### src/rtl/autobaud_detector.sv
// Measures the bit time of a 0x55 training character and produces the UART clock divider.
// Optional 3-sample majority glitch filter on serial_i: define AUTOBAUD_GLITCH_FILTER_EN.
`timescale 1ns/1ps
module autobaud_detector #(
    parameter int DIVIDER_WIDTH   = 7,
    parameter int COUNT_WIDTH     = DIVIDER_WIDTH + 4,
    parameter int DEFAULT_DIVIDER = 87,
    parameter int MIN_DIVIDER     = 4,
    parameter int IDLE_CYCLES     = 1024
) (
    input  logic                     clock_i,
    input  logic                     reset_n_i,
    input  logic                     serial_i,
    input  logic                     start_i,
    output logic [DIVIDER_WIDTH-1:0] clock_divider_o,
    output logic                     locked_o,
    output logic                     error_o,
    output logic                     busy_o
);
    localparam int IDLE_WIDTH = $clog2(IDLE_CYCLES + 1);
    localparam int CW1        = COUNT_WIDTH + 1;

    localparam logic [2:0] ST_IDLE_WAIT = 3'd0;
    localparam logic [2:0] ST_ARMED     = 3'd1;
    localparam logic [2:0] ST_MEASURE   = 3'd2;
    localparam logic [2:0] ST_CHECK     = 3'd3;
    localparam logic [2:0] ST_LOCKED    = 3'd4;

    localparam logic [IDLE_WIDTH-1:0]    IDLE_TARGET = IDLE_WIDTH'(IDLE_CYCLES);
    localparam logic [COUNT_WIDTH-1:0]   COUNT_MAX   = '1;
    localparam logic [CW1-1:0]           DIV_MIN     = CW1'(MIN_DIVIDER);
    localparam logic [CW1-1:0]           DIV_MAX     = CW1'((1 << DIVIDER_WIDTH) - 1);
    localparam logic [DIVIDER_WIDTH-1:0] DIV_RESET   = DIVIDER_WIDTH'(DEFAULT_DIVIDER);

    logic line;

`ifdef AUTOBAUD_GLITCH_FILTER_EN
    logic [2:0] filt_reg;

    always_ff @(posedge clock_i or negedge reset_n_i) begin
        if (!reset_n_i) begin
            filt_reg <= 3'b111;
        end else begin
            filt_reg <= {filt_reg[1:0], serial_i};
        end
    end

    // 2-of-3 vote: a single low sample never wins, every edge is delayed by two cycles
    assign line = (filt_reg[0] & filt_reg[1]) | (filt_reg[0] & filt_reg[2]) |
                  (filt_reg[1] & filt_reg[2]);
`else
    assign line = serial_i;
`endif

    logic                     prev_reg;
    logic [2:0]               state_reg, state_next;
    logic [IDLE_WIDTH-1:0]    idle_reg, idle_next;
    logic [COUNT_WIDTH-1:0]   count_reg, count_next;
    logic [COUNT_WIDTH-1:0]   last_reg, last_next;
    logic [COUNT_WIDTH-1:0]   ref_reg, ref_next;
    logic [COUNT_WIDTH-1:0]   total_reg, total_next;
    logic [2:0]               k_reg, k_next;
    logic [DIVIDER_WIDTH-1:0] div_reg, div_next;
    logic                     locked_reg, locked_next;
    logic                     error_reg, error_next;
    logic                     busy_reg, busy_next;

    logic                     fall;
    logic [COUNT_WIDTH-1:0]   count_inc;
    logic [COUNT_WIDTH-1:0]   interval;
    logic [COUNT_WIDTH-1:0]   diff;
    logic                     tol_bad;
    logic [CW1-1:0]           div_full;
    logic                     reject;

    assign fall      = prev_reg & ~line;
    // The value seen at an edge already includes the current cycle, so the 2-bit interval reads 2T
    assign count_inc = (count_reg == COUNT_MAX) ? COUNT_MAX : count_reg + 1'b1;
    assign interval  = count_inc - last_reg;
    assign diff      = (interval >= ref_reg) ? (interval - ref_reg) : (ref_reg - interval);
    assign tol_bad   = diff > (ref_reg >> 3);
    assign div_full  = (CW1'(total_reg) + CW1'(4)) >> 3;

    always_comb begin
        state_next  = state_reg;
        idle_next   = idle_reg;
        count_next  = count_reg;
        last_next   = last_reg;
        ref_next    = ref_reg;
        total_next  = total_reg;
        k_next      = k_reg;
        div_next    = div_reg;
        locked_next = locked_reg;
        busy_next   = busy_reg;
        error_next  = 1'b0;
        reject      = 1'b0;

        case (state_reg)
            ST_IDLE_WAIT: begin
                if (!line) begin
                    idle_next = '0;
                end else if (idle_reg + 1'b1 == IDLE_TARGET) begin
                    idle_next  = '0;
                    state_next = ST_ARMED;
                end else begin
                    idle_next = idle_reg + 1'b1;
                end
            end
            ST_ARMED: begin
                if (fall) begin
                    state_next  = ST_MEASURE;
                    count_next  = '0;
                    last_next   = '0;
                    k_next      = 3'd0;
                    busy_next   = 1'b1;
                    locked_next = 1'b0;
                end
            end
            ST_MEASURE: begin
                count_next = count_inc;
                if (count_inc == COUNT_MAX) begin
                    reject = 1'b1;
                end else if (fall) begin
                    k_next    = k_reg + 3'd1;
                    last_next = count_inc;
                    if (k_reg == 3'd0) begin
                        ref_next = interval;
                    end else if (tol_bad) begin
                        reject = 1'b1;
                    end else if (k_reg == 3'd3) begin
                        total_next = count_inc;
                        state_next = ST_CHECK;
                    end
                end
            end
            ST_CHECK: begin
                if (div_full < DIV_MIN || div_full > DIV_MAX) begin
                    reject = 1'b1;
                end else begin
                    div_next    = div_full[DIVIDER_WIDTH-1:0];
                    locked_next = 1'b1;
                    busy_next   = 1'b0;
                    state_next  = ST_LOCKED;
                end
            end
            ST_LOCKED: begin
                state_next = ST_LOCKED;
            end
            default: begin
                state_next = ST_IDLE_WAIT;
                idle_next  = '0;
            end
        endcase

        if (reject) begin
            error_next  = 1'b1;
            busy_next   = 1'b0;
            locked_next = 1'b0;
            state_next  = ST_IDLE_WAIT;
            idle_next   = '0;
        end

        // Re-arm wins over any edge or result arriving in the same cycle
        if (start_i) begin
            state_next  = ST_IDLE_WAIT;
            idle_next   = '0;
            busy_next   = 1'b0;
            error_next  = 1'b0;
            locked_next = locked_reg;
            div_next    = div_reg;
        end
    end

    always_ff @(posedge clock_i or negedge reset_n_i) begin
        if (!reset_n_i) begin
            prev_reg   <= 1'b1;
            state_reg  <= ST_IDLE_WAIT;
            idle_reg   <= '0;
            count_reg  <= '0;
            last_reg   <= '0;
            ref_reg    <= '0;
            total_reg  <= '0;
            k_reg      <= 3'd0;
            div_reg    <= DIV_RESET;
            locked_reg <= 1'b0;
            error_reg  <= 1'b0;
            busy_reg   <= 1'b0;
        end else begin
            prev_reg   <= line;
            state_reg  <= state_next;
            idle_reg   <= idle_next;
            count_reg  <= count_next;
            last_reg   <= last_next;
            ref_reg    <= ref_next;
            total_reg  <= total_next;
            k_reg      <= k_next;
            div_reg    <= div_next;
            locked_reg <= locked_next;
            error_reg  <= error_next;
            busy_reg   <= busy_next;
        end
    end

    assign clock_divider_o = div_reg;
    assign locked_o        = locked_reg;
    assign error_o         = error_reg;
    assign busy_o          = busy_reg;
endmodule

### config.mk
export PLATFORM = sky130hd
export DESIGN_NAME = autobaud_detector
export DESIGN_NICKNAME = d
export VERILOG_FILES = /design/src/rtl/autobaud_detector.sv
export SDC_FILE = /design/constraint.sdc
export NUM_CORES = 1
export LEC_CHECK = 0
export BUFFER_PORTS_ARGS = -buffer_cell sky130_fd_sc_hd__buf_2
export CORE_ASPECT_RATIO = 0.6
export CORE_MARGIN = 2
export CORE_UTILIZATION = 45
export DETAILED_ROUTE_END_ITERATION = 12
export SKIP_LAST_GASP = 1
export SYNTH_ARGS = -nofsm -noshare
export SYNTH_HDL_FRONTEND = slang
export SYNTH_SLANG_ARGS = --single-unit
### constraint.sdc
create_clock -name clock_i -period 7.1 [get_ports clock_i]
set_input_delay 0.355 -clock clock_i [delete_from_list [all_inputs] [get_ports clock_i]]
set_output_delay 0.355 -clock clock_i [all_outputs]
set_load 0.05 [all_outputs]
# ---- Yosys cells after proc, flatten, opt, wreduce, memory -nomap -nowiden
# Cells that the tools add are included.
dict set report totals {
  regBits 72
  latchBits 0
  ramBits 0
  romBits 0
  in_bits 4
  out_inout_bits 10
  word_cells 113
  mem_count 0
}
dict set report op_classes {
  addsub 7
  mul 0
  n_div 0
  n_lt_le_gt_ge 4
  n_eq_ne 23
  shift 0
  mux 45
  bitwise 7
  reduce_logical 15
}
# op n
set op_table {}
lappend op_table {{11-bit two-way mux} 9}
lappend op_table {{11-bit case mux with 2 select lines} 3}
lappend op_table {{3-bit two-way mux} 14}
lappend op_table {{4-bit inequality test (second input constant)} 9}
lappend op_table {{11-bit == test (second input constant)} 3}
lappend op_table {{11-bit subtractor} 3}
lappend op_table {{11-bit by 1-bit adder with 11-bit output (second input constant)} 2}
lappend op_table {{3-bit case mux with 5 select lines} 1}
lappend op_table {{1-bit two-way mux} 14}
lappend op_table {{11-bit by 3-bit adder with 12-bit output (second input constant)} 1}
lappend op_table {{4-bit AND reduction} 3}
lappend op_table {{11-bit >= comparator} 1}
lappend op_table {{11-bit by 8-bit greater-than comparator with 1-bit output} 1}
lappend op_table {{3-bit by 2-bit == test with 1-bit output (second input constant)} 3}
lappend op_table {{9-bit by 7-bit greater-than comparator with 1-bit output (second input constant)} 1}
lappend op_table {{9-bit by 3-bit < comparator with 1-bit output (second input constant)} 1}
lappend op_table {{9-bit AND reduction} 1}
lappend op_table {{3-bit zero test} 2}
lappend op_table {{2-bit inequality test (second input constant)} 3}
lappend op_table {{3-bit inequality test (second input constant)} 2}
lappend op_table {{1-bit inverter} 6}
lappend op_table {{1-bit case mux with 2 select lines} 3}
lappend op_table {{3-bit case mux with 2 select lines} 1}
lappend op_table {{3-bit AND reduction} 2}
lappend op_table {{12 further kinds} 12}

# ---- Logic depth before layout (Yosys ltp)
dict set report depth {
  ltp_word 13
  mapped_depth 32
  ltp_nobuf 29
}

# ---- Worst setup path before layout
# OpenSTA, ideal clock, no wires.
dict set report synth_timing {
  path_type {reg2reg}
  startpoint {register count_reg[0]}
  endpoint {register total_reg[2]}
  setup_time_ns 0.125
  t_arrival_ns 6.263
  t_required_ns 6.975
  path_slack_ns 0.713
  stages_incl_launch_ff 31
  n_path_buf 2
  period_less_slack_ns 6.387
  cell_sequence {dfrtp_1 ha_1 nand4_1 or3_1 clkbuf_1 and2_1 ha_1 fa_1 nor2b_1 o21ai_0 a21boi_0 o21ai_0 a21oi_1 xor2_1 ha_1 clkbuf_1 a21oi_1 o21ai_0 o21ai_0 a21o_1 mux2i_1 o221ai_1 xor2_1 ha_1 nand4_1 a21oi_1 nor3_1 a21oi_1 nor4b_2 nand3_2 mux2_2}
}
dict set report synth_between {
  elab_chain_cells 8
  word_cells_on_any_way 13
  classes_between {4 x add/sub; 2 x order compare; 2 x eq/ne; 2 x mux; 2 x bitwise; 1 x reduce/logical}
}
# element line
set synth_rtl {}
lappend synth_rtl {{from (decl)} 58} ;# logic [COUNT_WIDTH-1:0] count_reg, count_next;
lappend synth_rtl {{from (signal assigned)} 192} ;# count_reg <= count_next;
lappend synth_rtl {{11-bit by 1-bit adder with 11-bit output or 11-bit == test (tied branches)} 78} ;# assign count_inc = (count_reg == COUNT_MAX) ? COUNT_MAX : count_reg + 1'b1;
lappend synth_rtl {{11-bit two-way mux (*)} 78}
lappend synth_rtl {{11-bit subtractor (*)} 79} ;# assign interval = count_inc - last_reg;
lappend synth_rtl {{via interval[8]} 70} ;# logic [COUNT_WIDTH-1:0] interval;
lappend synth_rtl {{11-bit subtractor or 11-bit >= comparator (tied branches)} 80} ;# assign diff = (interval >= ref_reg) ? (interval - ref_reg) : (ref_reg - interval);
lappend synth_rtl {{11-bit two-way mux (*)} 80}
lappend synth_rtl {{11-bit by 8-bit greater-than comparator with 1-bit output (*)} 81} ;# assign tol_bad = diff > (ref_reg >> 3);
lappend synth_rtl {{1-bit inverter (no source line) (*)} --}
lappend synth_rtl {{6-bit AND reduction (no source line) (*)} --}
lappend synth_rtl {{to (signal assigned)} 195} ;# total_reg <= total_next;
lappend synth_rtl {{to (decl)} 61} ;# logic [COUNT_WIDTH-1:0] total_reg, total_next;
# The timed path passes the listed nets; every way through them passes the cells marked *.
# A chain may end at the register's enable or synchronous reset.

# ---- Worst setup path in the final report
dict set report layout_timing {
  startpoint {register count_reg[0]}
  endpoint {register total_reg[9]}
}
# Same word-level chain as after synthesis.

==> qor.txt <==
Switching Share: 0.197
Critical path required time: 7310 ps
Die Ht: 88.8 um
Die width: 145 um
Placed Area: 5640 um^2
Pre-CTS setup slack: -37.4 ps
Vias in the first global route: 4096
Max Slew Vio Count: 0
Pre-antenna DRT Iters: 5
Clk sink count: 70
Clock root buffer: clkbuf_16
Power share of the clock group: 0.539
Unique cell type count in the Yosys netlist: 64
Synth warn: 0
Area growth syn-to-layout: 13.3%
Switching power: 0.179 mW
Post-synth EDFFs: 0
Clk pin slew, worst setup/hold paths: 60 ps
Asr flop ratio synth: 1.00
Status: finished clean
Crit-path max FO: 9
Hold WC Path Type: in -> reg
Final ANT Viol Nets: 0
Cell family with most CP delay: simple AND/OR/NAND/NOR gates
Final wirelength: 13000 um
Site row count: 30
ANT cells: 0
Slew HR: 0.415
Post-Route Skew: 6.15 ps
Placeable Area: 11500 um^2
First-pass GRT wire length: 21200 um
Kind of critical path: reg -> reg
IO Count: 14
Global Route Usage Sum: 0.207
Max incr delay on CP: 440 ps
Syn nets: 672
CTS tree: built
Fmax: 0.148 GHz
Post-Syn Area: 5400 um^2
Avg Inst Size Synth: 8.71 um^2
Cell area after layout: 6120 um^2
Share of layout cells above drive strength 1: 0.158
Final Hold Violating Endpoints: 0
Final setup viols: 0
Vias: 4474
Inst Count DP: 782
PortBufs: 13
Global route overflow: 0
Post-Syn Instances: 620
Layout Cells excl Fill: 804
Most common cell after layout, fill and taps aside: nand2_1
Die area: 12900 um^2
Drt initial violations: 341
Fin Hold WS: 142 ps
CP Buf/Inv Count: 2
Seq/Total Area, Yosys: 0.326
Core Util, Final: 0.532
Gpl congestion: 0.907
Nets@finish: 691
Dominant synthesized flop cell: dfrtp_1
DR vias/cell: 5.56
Clk Latency, worst-skew pair: 330 ps
Part of the power in combinational logic: 0.018
CP Launch Type: flop
Setup ws final: 332 ps
Synth top area share: 0.297
Max-cap check violation count: 0
Main area contributors after synthesis: dfrtp_1, ha_1, nand2_1
Synthesized flop and latch total: 70
Cell taking the most area after synthesis: dfrtp_1
H-tree depth: 3
Slowest CP cell: or3_4
Wirelength per Cell: 16.1 um
Min cycle time layout: 6770 ps
Sum Neg Setup Slack: 0 ps
Most frequent cells in the layout: nand2_1, dfrtp_1, inv_1
Crit path DAT: 6980 ps
Dpl hpwl: 9890 um
Number of buffers created by CTS: 9
Period utilization: 0.953
Pint: 0.732 mW
Slew of the pin with the lowest slew margin: 877 ps
CTS Buffer Depth: 2
Seq pwr share: 0.442
Largest net degree at the start of global routing: 71
Max VDD drop: 0.0000928 V
Starting density of the core: 0.470
Critical Path Most Common Cell: a21oi_1
Total power: 0.911 mW
CP Capture Type: flop
LEAKAGE: 2.83 nW
P per Cell Area: 149 nW/um^2
DRC: 0
Initial antenna violation count: 0
## worst paths after layout
path / slack, ps / endpoint / cells after the start / start
max: 330 / total_reg[9]$_DFFE_PN0P_ / 30 / count_reg[0]$_DFFE_PN0P_
min: 140 / prev_reg$_DFF_PN1_ / 1 / serial_i
max reg2reg: 330 / total_reg[9]$_DFFE_PN0P_ / 30 / count_reg[0]$_DFFE_PN0P_
min reg2reg: 470 / clock_divider_o[5]$_DFFE_PN0P_ / 2 / clock_divider_o[5]$_DFFE_PN0P_
max in group asynchronous: 6300 / k_reg[0]$_DFFE_PN0P_ / 2 / reset_n_i
min in group asynchronous: 220 / ref_reg[7]$_DFFE_PN0P_ / 2 / reset_n_i
## synthesized netlist by cell type (14+ instances only)
| cell type | count |
|---|---|
| a31oi_1 | 16 |
| a21oi_1 | 32 |
| xor2_1 | 14 |
| nor2_1 | 41 |
| ha_1 | 45 |
| nand2_1 | 66 |
| inv_1 | 55 |
| mux2_2 | 16 |
| nand3_1 | 15 |
| a21o_1 | 21 |
| dfrtp_1 | 64 |
| o21ai_0 | 43 |
| nor3_1 | 17 |
## routing by layer
layer / up-vias / routed length, um / track usage
met5: - / 0 / 0
met1: 2141 / 7100 / 0.334
li1: 2214 / - / -
met3: 9 / 751 / 0.0557
met2: 110 / 5030 / 0.271
met4: 0 / 74 / 0.0357
## worst register-to-register path, delay by kind of cell, from the launching register on
| family | cells | cell delay, ps |
|---|---|---|
| and+or+nand+nor | 12 | 2590 |
| AOI/OAI and AO/OA | 8 | 1320 |
| adders and majority gates | 4 | 1180 |
| muxes | 2 | 520 |
| DFF | 1 | 420 |
| xor gates and xnor gates | 2 | 350 |
| buffers and inverters | 2 | 270 |
## power by group through the flow
stage               logic [mW]  registers, mW  clock network (mW)
global route            0.0194          0.403               0.524
detailed placement      0.0171          0.410                   0
global placement        0.0171          0.410                   0
CTS                     0.0173          0.403               0.501
floorplan              0.00647          0.410                   0
finish                  0.0165          0.403               0.492
## cell families (layout without fill, tap and decap cells)
kind of cell    count (synthesis)  after routing  synth area share
xor+xnor                       27             27            0.0438
buf+inv                        80            104            0.0630
compound gates                148            148             0.176
simple gates                  207            207             0.194
fa+ha+maj                      48             48             0.115
flops                          70             70             0.326
mux                            40             40            0.0818
## area by class of cell
| type | count | area [um^2] |
|---|---|---|
| clock buffers | 13 | 260 |
| clock inverters | 3 | 67.6 |
| fillers | 1086 | 5370 |
| inverters | 55 | 206 |
| multi-input cells | 470 | 3410 |
| flip-flops and latches | 70 | 1760 |
| well taps | 160 | 200 |
| repair buffers | 33 | 215 |
## repair_timing
item,CTS,global route
setup buffers,0,6
hold buffers,0,0
cloned,0,0
endpoints found under the setup margin,8,26
resized for setup,2,23
pin swaps,0,7
No activity file was read; power rests on OpenSTA's default activity.
